--- config.mk ---
export PLATFORM = sky130hd
export DESIGN_NAME = sd_image_loader_flat
export DESIGN_NICKNAME = d
export VERILOG_FILES = /design/src/rtl/sd_image_loader_if.sv /design/src/rtl/sd_image_loader.sv /design/src/flat_wrapper.sv
export SDC_FILE = /design/constraint.sdc
export NUM_CORES = 1
export LEC_CHECK = 0
export CAP_MARGIN = 15
export CORE_ASPECT_RATIO = 1.25
export CORE_MARGIN = 4
export CORE_UTILIZATION = 40
export CTS_BUF_LIST = sky130_fd_sc_hd__clkbuf_2
export CTS_CLUSTER_SIZE = 24
export DETAILED_ROUTE_END_ITERATION = 8
export DONT_BUFFER_PORTS = 1
export GPL_ROUTABILITY_DRIVEN = 0
export PLACE_DENSITY = 0.63
export SYNTH_ARGS = -nofsm -noshare
export SYNTH_HDL_FRONTEND = slang
export SYNTH_SLANG_ARGS = --single-unit
--- constraint.sdc ---
create_clock -name clk -period 11.75 [get_ports clk]
set_input_delay 2.35 -clock clk [delete_from_list [all_inputs] [get_ports clk]]
set_output_delay 2.35 -clock clk [all_outputs]
set_load 0.02 [all_outputs]
--- src/rtl/sd_image_loader_if.sv ---
// SD read port and pixel output bundle between the image loader and its neighbours.
// master = loader side, slave = SD controller / DDR3 write FIFO side.
interface sd_image_loader_if;
  logic        sd_rd_start_en;
  logic [31:0] sd_rd_sec_addr;
  logic        sd_rd_busy;
  logic        sd_rd_val_en;
  logic [15:0] sd_rd_val_data;
  logic        frame_start;
  logic        pix_valid;
  logic [15:0] pix_data;

  modport master (
    output sd_rd_start_en, sd_rd_sec_addr, frame_start, pix_valid, pix_data,
    input  sd_rd_busy, sd_rd_val_en, sd_rd_val_data
  );

  modport slave (
    input  sd_rd_start_en, sd_rd_sec_addr, frame_start, pix_valid, pix_data,
    output sd_rd_busy, sd_rd_val_en, sd_rd_val_data
  );
endinterface

--- src/rtl/sd_image_loader.sv ---
// Reads one BMP image from SD sectors, skips its header and repacks BGR888 into RGB565.
// Sector reads repeat until the requested pixel count is reached or the sector budget runs out.
module sd_image_loader #(
  parameter int NUM_IMG        = 4,
  parameter int IMG_BASE_SEC   = 16400,
  parameter int IMG_STRIDE_SEC = 3000,
  parameter int HDR_BYTES      = 54,
  parameter int MAX_SEC        = 2814,
  parameter int PIX_CNT_W      = 24,
  localparam int IDX_W         = (NUM_IMG > 1) ? $clog2(NUM_IMG) : 1
) (
  input  logic                 clk,
  input  logic                 rst,
  input  logic                 start,
  input  logic [IDX_W-1:0]     img_idx,
  input  logic [PIX_CNT_W-1:0] pix_total,
  output logic                 busy,
  output logic                 done,
  output logic                 err,
  sd_image_loader_if.master    sd
);

  typedef enum logic [2:0] {IDLE, ISSUE, WAIT_HI, WAIT_LO, CHECK, FIN} state_t;

  state_t               state_reg, state_next;
  logic [31:0]          sec_addr_reg;
  logic [15:0]          sec_cnt_reg;
  logic [15:0]          hdr_cnt_reg;
  logic [PIX_CNT_W-1:0] pix_cnt_reg, pix_total_reg;
  logic [1:0]           phase_reg;
  logic [7:0]           hold_b_reg, hold_g_reg;
  logic                 err_reg, frame_start_reg, pix_valid_reg;
  logic [15:0]          pix_data_reg;

  logic        accept, pix_reached, budget_out, word_ok, in_hdr, pix_fire;
  logic [31:0] idx_clamped, base_addr;
  logic [7:0]  byte_hi, byte_lo, r_byte, g_byte, b_byte;

  assign accept      = (state_reg == IDLE) && start;
  assign pix_reached = (pix_cnt_reg == pix_total_reg);
  assign budget_out  = (sec_cnt_reg == 16'(MAX_SEC));
  assign word_ok     = sd.sd_rd_val_en && (state_reg != IDLE);
  assign in_hdr      = (hdr_cnt_reg < 16'(HDR_BYTES));
  assign byte_hi     = sd.sd_rd_val_data[15:8];
  assign byte_lo     = sd.sd_rd_val_data[7:0];

  always_comb begin
    idx_clamped = 32'(img_idx);
    if (idx_clamped >= 32'(NUM_IMG))
      idx_clamped = 32'(NUM_IMG - 1);
    base_addr = 32'(IMG_BASE_SEC) + idx_clamped * 32'(IMG_STRIDE_SEC);
  end

  // Phase = bytes of the current B,G,R triple already held when the word arrives.
  always_comb begin
    pix_fire = 1'b0;
    r_byte   = 8'h00;
    g_byte   = 8'h00;
    b_byte   = 8'h00;
    if (word_ok && !in_hdr && !pix_reached) begin
      case (phase_reg)
        2'd1: begin
          b_byte   = hold_b_reg;
          g_byte   = byte_hi;
          r_byte   = byte_lo;
          pix_fire = 1'b1;
        end
        2'd2: begin
          b_byte   = hold_b_reg;
          g_byte   = hold_g_reg;
          r_byte   = byte_hi;
          pix_fire = 1'b1;
        end
        default: ;
      endcase
    end
  end

  always_ff @(posedge clk or posedge rst) begin
    if (rst)
      state_reg <= IDLE;
    else
      state_reg <= state_next;
  end

  always_comb begin
    state_next        = state_reg;
    busy              = (state_reg != IDLE);
    done              = (state_reg == FIN);
    sd.sd_rd_start_en = (state_reg == ISSUE);
    case (state_reg)
      IDLE:    if (start) state_next = (pix_total == '0) ? FIN : ISSUE;
      ISSUE:   state_next = WAIT_HI;
      WAIT_HI: if (sd.sd_rd_busy) state_next = WAIT_LO;
      WAIT_LO: if (!sd.sd_rd_busy) state_next = CHECK;
      CHECK:   state_next = (pix_reached || budget_out) ? FIN : ISSUE;
      FIN:     state_next = IDLE;
      default: state_next = IDLE;
    endcase
  end

  always_ff @(posedge clk or posedge rst) begin
    if (rst) begin
      sec_addr_reg    <= '0;
      sec_cnt_reg     <= '0;
      hdr_cnt_reg     <= '0;
      pix_cnt_reg     <= '0;
      pix_total_reg   <= '0;
      phase_reg       <= '0;
      hold_b_reg      <= '0;
      hold_g_reg      <= '0;
      err_reg         <= 1'b0;
      frame_start_reg <= 1'b0;
      pix_valid_reg   <= 1'b0;
      pix_data_reg    <= '0;
    end else begin
      frame_start_reg <= accept;
      pix_valid_reg   <= 1'b0;
      if (accept) begin
        sec_addr_reg  <= base_addr;
        sec_cnt_reg   <= '0;
        hdr_cnt_reg   <= '0;
        pix_cnt_reg   <= '0;
        pix_total_reg <= pix_total;
        phase_reg     <= '0;
        err_reg       <= 1'b0;
      end else begin
        if (state_reg == ISSUE)
          sec_cnt_reg <= sec_cnt_reg + 16'd1;
        if (state_reg == CHECK && !pix_reached) begin
          if (budget_out)
            err_reg <= 1'b1;
          else
            sec_addr_reg <= sec_addr_reg + 32'd1;
        end
        // Header length is even, so it always ends on a word boundary.
        if (word_ok && in_hdr) begin
          hdr_cnt_reg <= hdr_cnt_reg + 16'd2;
        end else if (word_ok && !pix_reached) begin
          case (phase_reg)
            2'd0: begin
              hold_b_reg <= byte_hi;
              hold_g_reg <= byte_lo;
              phase_reg  <= 2'd2;
            end
            2'd1:    phase_reg <= 2'd0;
            default: begin
              hold_b_reg <= byte_lo;
              phase_reg  <= 2'd1;
            end
          endcase
        end
        if (pix_fire) begin
          pix_cnt_reg   <= pix_cnt_reg + 1'b1;
          pix_valid_reg <= 1'b1;
          pix_data_reg  <= {r_byte[7:3], g_byte[7:2], b_byte[7:3]};
        end
      end
    end
  end

  assign err               = err_reg;
  assign sd.sd_rd_sec_addr = sec_addr_reg;
  assign sd.frame_start    = frame_start_reg;
  assign sd.pix_valid      = pix_valid_reg;
  assign sd.pix_data       = pix_data_reg;

endmodule

--- src/flat_wrapper.sv ---
// flat-port wrapper written by rule: the top's interface ports become plain ports
module sd_image_loader_flat 
#(
  parameter int NUM_IMG        = 4,
  parameter int IMG_BASE_SEC   = 16400,
  parameter int IMG_STRIDE_SEC = 3000,
  parameter int HDR_BYTES      = 54,
  parameter int MAX_SEC        = 2814,
  parameter int PIX_CNT_W      = 24,
  localparam int IDX_W         = (NUM_IMG > 1) ? $clog2(NUM_IMG) : 1
)
  (clk, rst, start, img_idx, pix_total, busy, done, err, sd_sd_rd_start_en, sd_sd_rd_sec_addr, sd_frame_start, sd_pix_valid, sd_pix_data, sd_sd_rd_busy, sd_sd_rd_val_en, sd_sd_rd_val_data);
  sd_image_loader_if sd_i ();
  input  logic clk;
  input  logic rst;
  input  logic start;
  input  logic [IDX_W-1:0] img_idx;
  input  logic [PIX_CNT_W-1:0] pix_total;
  output logic busy;
  output logic done;
  output logic err;
  output wire logic [$bits(sd_i.sd_rd_start_en)-1:0] sd_sd_rd_start_en;
  output wire logic [$bits(sd_i.sd_rd_sec_addr)-1:0] sd_sd_rd_sec_addr;
  output wire logic [$bits(sd_i.frame_start)-1:0] sd_frame_start;
  output wire logic [$bits(sd_i.pix_valid)-1:0] sd_pix_valid;
  output wire logic [$bits(sd_i.pix_data)-1:0] sd_pix_data;
  input wire logic [$bits(sd_i.sd_rd_busy)-1:0] sd_sd_rd_busy;
  input wire logic [$bits(sd_i.sd_rd_val_en)-1:0] sd_sd_rd_val_en;
  input wire logic [$bits(sd_i.sd_rd_val_data)-1:0] sd_sd_rd_val_data;
  assign sd_sd_rd_start_en = sd_i.sd_rd_start_en;
  assign sd_sd_rd_sec_addr = sd_i.sd_rd_sec_addr;
  assign sd_frame_start = sd_i.frame_start;
  assign sd_pix_valid = sd_i.pix_valid;
  assign sd_pix_data = sd_i.pix_data;
  assign sd_i.sd_rd_busy = sd_sd_rd_busy;
  assign sd_i.sd_rd_val_en = sd_sd_rd_val_en;
  assign sd_i.sd_rd_val_data = sd_sd_rd_val_data;
  sd_image_loader #(.NUM_IMG(NUM_IMG), .IMG_BASE_SEC(IMG_BASE_SEC), .IMG_STRIDE_SEC(IMG_STRIDE_SEC), .HDR_BYTES(HDR_BYTES), .MAX_SEC(MAX_SEC), .PIX_CNT_W(PIX_CNT_W)) u_core (.clk(clk), .rst(rst), .start(start), .img_idx(img_idx), .pix_total(pix_total), .busy(busy), .done(done), .err(err), .sd(sd_i));
endmodule
==> impl_metrics.json, run 1 <==
{
  "synth.net_count": 831,
  "finalHoldViolCount": 0,
  "fin_crit_sh_pct": 35.1,
  "hpwl_um": 11700,
  "synth_area_per_cell_um2": 9.70,
  "crit_chain": "nor3_1 > inv_1",
  "drtIter0Drc": 348,
  "largest_reg_flops": 32,
  "clockBufferDepth": 2,
  "powerDensity_nw_per_um2": 166,
  "p_switching_mw": 0.519,
  "reg2reg_slack_ns": 8.84,
  "dieArea_um2": 20900,
  "syn_to_final_growth_pct": 5.63,
  "vias_per_cell": 5.50,
  "maxSlewViolCount": 0,
  "hold-worst-slack_ns": 0.513,
  "ios": 101,
  "worst_pin_slew_ns": 1.08,
  "dr.pass1.iters": 7,
  "drive_gt1_share_pct": 10.2,
  "max_freq_mhz": 242,
  "die_h_um": 161,
  "cts_setup_buffers": 0,
  "drt-met1-wl_um": 7400,
  "route.met3.wl_um": 825,
  "yosysSeqAreaShare_pct": 49.0,
  "synthDistinctLibCells": 63,
  "route.top_layer_used": "met4",
  "clk-insertion-delay-late_ns": 0.71,
  "cp-start-kind": "flop",
  "holdPathEnd": "u_core.hdr_cnt_reg[11]",
  "cp-end-kind": "output port",
  "ys_ff_latch": 146,
  "netSwitchingFraction_pct": 39.8,
  "rsz0062_at_grt": "false",
  "grt_max_degree": 83,
  "clockRootBuffer": "clkbuf_2",
  "combPwrFrac_pct": 23.1,
  "async_flop_share_pct": 100,
  "rows": 55,
  "timing.rr.end": "u_core.sd.pix_data[3]",
  "clkTransAtPathRegs_ns": 0.22,
  "crit_path_top_delay_cell": "dfrtp_1",
  "critical_path_required_ns": 9.40,
  "hold_depth": 1,
  "ys_warn_count": 0,
  "power_leakage_nw": 3.40,
  "final_area_um2": 7870,
  "fin_crit_ns": 4.13,
  "initial_core_util_pct": 40.9,
  "critPathTopFamily": "flip-flops",
  "finish.utilization_pct": 43.2,
  "yosys.area.top_type": "dfrtp_1",
  "drcViolationCount": 0,
  "synth_edf_count": 0,
  "grt_pass1_wl_um": 27900,
  "synth_cells": 768,
  "critPathKind": "reg2out",
  "ctsResizeCount": 0,
  "grt_pass1_vias": 5349,
  "cts.sinks": 146,
  "internal-power_mw": 0.786,
  "cts_tree": "done",
  "clkPwrFrac_pct": 22.9,
  "ff2ff_path_depth": 6,
  "setup_tns_ns": 0,
  "via_count": 5481,
  "seq_power_share_pct": 54.0,
  "status": "finished clean",
  "wl_per_cell_um": 16.9,
  "cap_violations": 0,
  "setup_viol": 0,
  "crit_buf_inv": 1,
  "wl_um": 16900,
  "numCtsBuffers": 17,
  "num-nets-final": 817,
  "fp.coreArea_um2": 18200,
  "crit_path_max_incr_delay_ns": 0.55,
  "grt_antenna_before_repair": 1,
  "ant_nets": 0,
  "vdd_drop_max_mv": 0.0810,
  "synth_top_area_share_pct": 49.0,
  "syn_area_um2": 7450,
  "grt_usage_pct": 16.7,
  "hp-class": "reg2reg",
  "r2r_start": "u_core.pix_cnt_reg[0]",
  "worstPathMaxFanout": 9,
  "skew_ns": 0.0485,
  "grt_remaining_overflow": 0,
  "place_area_um2": 7620,
  "cts_max_level": 4,
  "cp.arrival_ns": 1.78,
  "hold_start": "u_core.hdr_cnt_reg[11]",
  "synth.area.top_cells": "dfrtp_1, nand2_1, xnor2_1",
  "route.met2.wl_um": 8360,
  "cts_hold_buf": 0,
  "portBuffers": 0,
  "dieWidth_um": 130,
  "slew_headroom_pct": 28.1,
  "ys.flop_type": "dfrtp_1"
}
cell usage after synthesis, drive strengths merged (8+ instances only):
| cell | instances |
|---|---|
| clkbuf | 22 |
| nor2 | 53 |
| and2 | 19 |
| ha | 16 |
| buf | 17 |
| inv | 21 |
| nand3 | 30 |
| o21ai | 34 |
| nand2 | 139 |
| a21oi | 24 |
| or3 | 11 |
| xor2 | 13 |
| o211ai | 13 |
| mux2 | 21 |
| a31oi | 8 |
| mux2i | 9 |
| nor4 | 13 |
| or4 | 10 |
| nand4 | 21 |
| nor3 | 8 |
| dfrtp | 146 |
| xnor2 | 38 |
| o31ai | 18 |
| a22oi | 11 |
stage by stage:
stage | total power [mW] | instances | setup WS (ns)
2_1_floorplan | 0.934 | 768 | 5.48
3_3_place_gp | 1.02 | 963 | 7.74
3_5_place_dp | 1.02 | 963 | 7.70
4_1_cts | 1.33 | 995 | 7.51
5_1_grt | 1.40 | 996 | 7.39
6_report | 1.31 | 996 | 7.62
metal layers:
layer / track usage (%) / vias up
met5: 0 / -
met4: 5.10 / 0
met3: 4.69 / 15
met2: 26.6 / 97
met1: 22.1 / 2673
li1: - / 2696
area by class of cell:
type / instances / area, µm²
clock buffers: 17 / 85.1
inverters: 21 / 83.8
flip-flops and latches: 146 / 3650
repair buffers: 6 / 45.0
multi-input cells: 562 / 3550
well taps: 228 / 285
diodes: 1 / 2.50
clock inverters: 15 / 164
fillers: 1745 / 10400
cells by family after synthesis:
logic type / share of synthesized area, %
AND/OR/NAND/NOR: 21.8
flip-flops: 49.0
AO/OA/AOI/OAI: 12.3
buffers and inverters: 3.43
XOR/XNOR: 6.10
multiplexers: 4.63
adder cells (fa/ha/maj): 2.69
cells in the final DEF, fill, tap and decap left out, types with 11 or more instances in the layout:
cell	count
and2_1	18
a21oi_1	23
clkbuf_2	17
a22oi_1	11
ha_1	16
nand4_1	21
xnor2_1	37
o21ai_0	30
o31ai_1	18
xor2_1	13
nor2_1	52
mux2_2	16
nand3_1	29
dfrtp_1	146
nand2_1	138
o211ai_1	13
or3_1	11
inv_1	19
power groups by stage:
stage                     combinational, mW  clock (mW)  sequential, mW
after floorplan                       0.256           0           0.678
after detailed placement              0.306           0           0.716
final                                 0.301       0.299           0.705
after CTS                             0.307       0.313           0.707
after global placement                0.301           0           0.715
after global routing                  0.345       0.335           0.718
worst max-delay path by stage:
stage	end	depth (start not counted)	from	slack [ns]
3_5_place_dp	u_core.pix_cnt_reg[9]	5	sd_sd_rd_val_en	7.70
4_1_cts	busy	2	u_core.state_reg[0]	7.51
2_1_floorplan	u_core.err	1	rst	5.48
5_1_grt	busy	2	u_core.state_reg[0]	7.39
3_3_place_gp	u_core.pix_cnt_reg[15]	5	sd_sd_rd_val_en	7.74
6_report	busy	2	u_core.state_reg[0]	7.62
Power figures use the tool's default switching activity.
==> run 2, diff against run 1 <==
Settings changed: PLACE_DENSITY 0.63 to 0.65.
Clock period 11.75 ns to 3.6 ns, I/O delays scaled along.
==> run 2 against run 1 <==
  * Sequential power grew to 3.3 times the previous value
  * Global-route usage grew 0.57 points
  * Wire length grew 3.5%
  * Total power grew to 3.4 times the previous value
  * Combinational power grew to 3.4 times the previous value
  * Design area grew 5.3%
  * Sequential cell count is the same
  * Clock-buffer cell count is the same
  * Register-to-register slack lost 7.9 ns
  * Critical endpoint is now u_core.sd.pix_data[4]
  * Largest cell class unchanged
  * Highest routed layer unchanged
==> impl_metrics.json, run 2 (synthesis results as in run 1) <==
{
  "cap_violations": 0,
  "reg2reg_slack_ns": 0.90,
  "largest_reg_flops": 32,
  "wl_per_cell_um": 16.9,
  "fp.coreArea_um2": 18200,
  "critPathKind": "reg2reg",
  "clkTransAtPathRegs_ns": 0.27,
  "ios": 101,
  "syn_to_final_growth_pct": 11.2,
  "vdd_drop_max_mv": 0.305,
  "ff2ff_path_depth": 7,
  "max_freq_mhz": 371,
  "via_count": 5705,
  "portBuffers": 0,
  "placedCellCount": 968,
  "dr.pass1.iters": 6,
  "power_leakage_nw": 3.58,
  "layout_commonest_cell": "dfrtp_1",
  "rsz0062_at_grt": "false",
  "slew_headroom_pct": 34.4,
  "dieArea_um2": 20900,
  "cts_tree": "done",
  "clockBufferDepth": 2,
  "grt_usage_pct": 17.3,
  "hpwl_um": 12000,
  "drive_gt1_share_pct": 10.5,
  "rows": 55,
  "powerDensity_nw_per_um2": 537,
  "grt_remaining_overflow": 0,
  "cp.arrival_ns": 3.37,
  "grt_max_degree": 79,
  "status": "finished clean",
  "setup_tns_ns": 0,
  "cp-start-kind": "flop",
  "cts_max_level": 4,
  "hold_start": "pix_total[19]",
  "die_h_um": 161,
  "finalHoldViolCount": 0,
  "wl_um": 17500,
  "drcViolationCount": 0,
  "vias_per_cell": 5.53,
  "timing.rr.end": "u_core.sd.pix_data[4]",
  "cp-end-kind": "flop",
  "maxSlewViolCount": 0,
  "holdPathEnd": "u_core.pix_total_reg[19]",
  "dieWidth_um": 130,
  "num-nets-final": 852,
  "ant_nets": 0,
  "grt_pass1_vias": 5654,
  "final_cells": 1031,
  "skew_ns": 0.0493,
  "worst_pin_slew_ns": 0.982,
  "r2r_start": "u_core.state_reg[0]",
  "drtIter0Drc": 263,
  "clockRootBuffer": "clkbuf_2",
  "critical_path_required_ns": 4.28,
  "worstPathMaxFanout": 35,
  "final_cell_mix": "dfrtp_1, nand2_1, nor2_1, xnor2_1",
  "numCtsBuffers": 17,
  "fin_crit_ns": 2.70,
  "hp-class": "in2reg",
  "cts.sinks": 146,
  "clk-insertion-delay-late_ns": 0.75,
  "finalPower_mw": 4.45,
  "hold_depth": 2,
  "finish.utilization_pct": 45.4,
  "fin_crit_sh_pct": 74.9,
  "grt_antenna_before_repair": 1,
  "initial_core_util_pct": 40.9,
  "grt_pass1_wl_um": 29000,
  "setup_viol": 0,
  "hold-worst-slack_ns": 0.101
}
[run 2: cell types whose count changed in the layout (fill, tap and decap cells not counted), moves of 2 or more]
cell           previous run  this run
buf_12                    0         3
buf_4                     6         8
dlygate4sd3_1             0        30
inv_6                     6         3
inv_8                     4         7
[run 2: final cells by class]
class,instances,area (µm²)
timing repair buffer,41,420
tap,228,285
antenna,1,2.50
clock inverter,15,206
multi-input combinational,562,3550
fill,1720,9950
clock buffer,17,85.1
sequential,146,3650
inverter,21,82.6
[run 2: critical path, cell delays in order, from the launching register on]
cell and delay, ns:
dfrtp_1 0.55, nor3_1 0.31, inv_1 0.24, and2_1 0.25
o211ai_1 0.14, a21o_1 0.53, buf_12 0.26, mux2_2 0.35
[run 2: routing by layer]
metal | global-route usage (%) | vias up | share of wire (%)
li1 | - | 2744 | -
met1 | 21.7 | 2804 | 43
met2 | 28.2 | 135 | 50
met3 | 5.12 | 22 | 5.6
met4 | 6.14 | 0 | 1.8
met5 | 0 | - | 0
[run 2: how the worst max path moves through the flow]
stage	startpoint	endpoint	slack (ns)	depth (start not counted)
CTS	u_core.state_reg[0]	u_core.sd.pix_data[4]	0.93	7
floorplan	rst	u_core.err	1.05	1
finish	u_core.state_reg[0]	u_core.sd.pix_data[4]	0.90	7
global route	u_core.state_reg[0]	u_core.sd.pix_data[4]	0.70	7
detailed placement	u_core.state_reg[0]	u_core.sd.pix_data[3]	0.91	7
global placement	u_core.state_reg[0]	u_core.sd.pix_data[0]	0.94	7
[run 2: report_power, final]
part | internal [mW] | switching, mW | total, mW
Sequential | 1.90 | 0.417 | 2.31
Clock | 0.374 | 0.725 | 1.10
Combinational | 0.423 | 0.611 | 1.03
Total | 2.69 | 1.75 | 4.45
[run 2: timing repair]
action,4_1_cts,5_1_grt
hold buffers,30,0
setup buffers,0,0
gates resized for setup,0,0
hold endpoints to repair,69,0
[run 2: stage by stage]
step,cell area (µm²),setup slack [ns]
finish,8290,0.904
global route,8290,0.696
CTS,8280,0.930
detailed placement,7690,0.907
global placement,7690,0.940
floorplan,7450,1.05
==> run 3, diff against run 2 <==
Settings changed: PLACE_DENSITY 0.65 to 0.63.
Clock period 3.6 ns to 2.8 ns, I/O delays scaled along.
==> run 3 against run 2 <==
  * Hold slack worse by 0.028 ns
  * Maximum frequency is 14% higher
  * Die area stayed put
  * Sequential share of layout area is 0.86 points lower
  * First-iteration DRC count is 16% higher
  * Clock skew is 0.022 ns lower
  * Non-clock buffer count is 23 higher
  * Clock-buffer cell count stayed put
  * Global-route usage is 0.55 points higher
  * Final cell count is 2.2% higher
  * Via count is 1.8% higher
  * Critical endpoint is now u_core.hold_b_reg[6]
  * Largest power group unchanged
  * Highest routed layer unchanged
==> impl_metrics.json, run 3 (synthesis results as in run 1) <==
{
  "worst_pin_slew_ns": 0.846,
  "cp-end-kind": "flop",
  "ios": 101,
  "largest_reg_flops": 32,
  "rows": 55,
  "clkTransAtPathRegs_ns": 0.23,
  "ant_nets": 0,
  "grt_antenna_before_repair": 1,
  "drt-met1-wl_um": 7680,
  "grt_remaining_overflow": 0,
  "critPathKind": "reg2reg",
  "route.met2.wl_um": 8850,
  "grt_pass1_wl_um": 29900,
  "final_cell_mix": "dfrtp_1, nand2_1, nor2_1, dlygate4sd3_1, xnor2_1",
  "fin_crit_ns": 2.36,
  "maxSlewViolCount": 0,
  "slew_headroom_pct": 43.6,
  "ctsResizeCount": 0,
  "portBuffers": 0,
  "dr.pass1.iters": 7,
  "layout_commonest_cell": "dfrtp_1",
  "drcViolationCount": 0,
  "skew_ns": 0.0270,
  "drive_gt1_share_pct": 11.6,
  "vdd_drop_max_mv": 0.258,
  "dieArea_um2": 20900,
  "wl_um": 17900,
  "hold_start": "sd_sd_rd_val_data[11]",
  "critical_path.startpoint": "u_core.pix_cnt_reg[16]",
  "max_freq_mhz": 423,
  "clk-insertion-delay-late_ns": 0.72,
  "clockRootBuffer": "clkbuf_2",
  "setup_tns_ns": 0,
  "drtIter0Drc": 304,
  "numCtsBuffers": 17,
  "cts_max_level": 4,
  "wl_per_cell_um": 17.0,
  "status": "finished clean",
  "dieWidth_um": 130,
  "vias_per_cell": 5.51,
  "grt_pass1_vias": 5863,
  "grt_usage_pct": 17.8,
  "cp-start-kind": "flop",
  "fp.coreArea_um2": 18200,
  "critical_path_required_ns": 3.43,
  "cp.arrival_ns": 3.00,
  "via_count": 5807,
  "cts.sinks": 146,
  "clockBufferDepth": 2,
  "worstPathMaxFanout": 9,
  "route.top_layer_used": "met4",
  "crit_chain": "xnor2_2 > nand4_1 > or4_4 > o21ai_4 > nor2_4 > mux2_4",
  "route.met3.wl_um": 968,
  "fin_crit_sh_pct": 84.4,
  "r2r_start": "u_core.pix_cnt_reg[16]",
  "initial_core_util_pct": 40.9,
  "die_h_um": 161,
  "power_leakage_nw": 3.66,
  "crit_path_max_incr_delay_ns": 0.66,
  "crit_path_top_delay_cell": "or4_4",
  "finish.utilization_pct": 46.3,
  "hp-class": "in2reg",
  "finalHoldViolCount": 0,
  "setup_viol": 0,
  "powerDensity_nw_per_um2": 674,
  "hpwl_um": 12000,
  "syn_to_final_growth_pct": 13.4,
  "cts_tree": "done",
  "grt_max_degree": 147,
  "cap_violations": 0,
  "num-nets-final": 875,
  "rsz0062_at_grt": "false"
}
run 3: changes by cell type in the layout (fill, tap and decap cells not counted):
cell / change
dlygate4sd3_1: +11
inv_6: +3
clkinv_2: +1
inv_8: -5
clkinvlp_4: +3
buf_4: +12
clkinv_8: -2
run 3: layout make-up:
type                    instances  area [µm²]
fillers                      1734        9780
flip-flops and latches        146        3650
multi-input cells             562        3550
repair buffers                 64         621
well taps                     228         285
clock inverters                15         171
clock buffers                  17        85.1
inverters                      21        82.6
diodes                          1        2.50
run 3: layer usage:
metal  GRT usage [%]  vias to the layer above
li1                -                     2810
met1            22.7                     2832
met2            29.1                      133
met3            4.59                       32
met4            6.47                        0
met5               0                        -
run 3: critical path: cells and delay by family (launching register included):
kind,cells,cell delay (ns)
XOR/XNOR,1,0.14
flip-flops,1,0.56
AO/OA/AOI/OAI,1,0.33
AND/OR/NAND/NOR,3,0.92
multiplexers,1,0.32
run 3: final timing paths:
check | slack (ns) | end | cells past startpoint
setup reg to reg | 0.44 | u_core.hold_b_reg[6] | 6
hold reg to reg | 0.51 | u_core.hdr_cnt_reg[7] | 1
setup / recovery | 0.44 | u_core.hold_b_reg[6] | 6
hold / removal | 0.07 | u_core.sd.pix_data[11] | 2
min in group asynchronous | 0.46 | u_core.pix_total_reg[7] | 3
max in group asynchronous | 1.66 | u_core.sec_cnt_reg[14] | 3
run 3: through the flow:
| stage | cell area [µm²] | hold slack, ns | cells | setup WS, ns | power, mW |
|---|---|---|---|---|---|
| detailed placement | 7770 | 0.472 | 979 | 0.355 | 4.41 |
| floorplan | 7450 | 0.454 | 768 | 0.407 | 3.92 |
| CTS | 8440 | 0.00500 | 1052 | 0.332 | 5.77 |
| global route | 8450 | 0.000436 | 1054 | 0.217 | 6.10 |
| global placement | 7770 | 0.470 | 979 | 0.389 | 4.38 |
| finish | 8450 | 0.0736 | 1054 | 0.437 | 5.70 |
run 3: repair_timing:
item / 4_1_cts / 5_1_grt
hold buffers: 41 / 0
setup buffers: 0 / 0
endpoints found under the hold margin: 190 / 0
run 3: power by group:
group          internal (mW)  switching, mW  total (mW)
Sequential              2.44          0.439        2.88
Combinational          0.625          0.908        1.53
Clock                  0.439          0.851        1.29
Total                   3.50           2.20        5.70
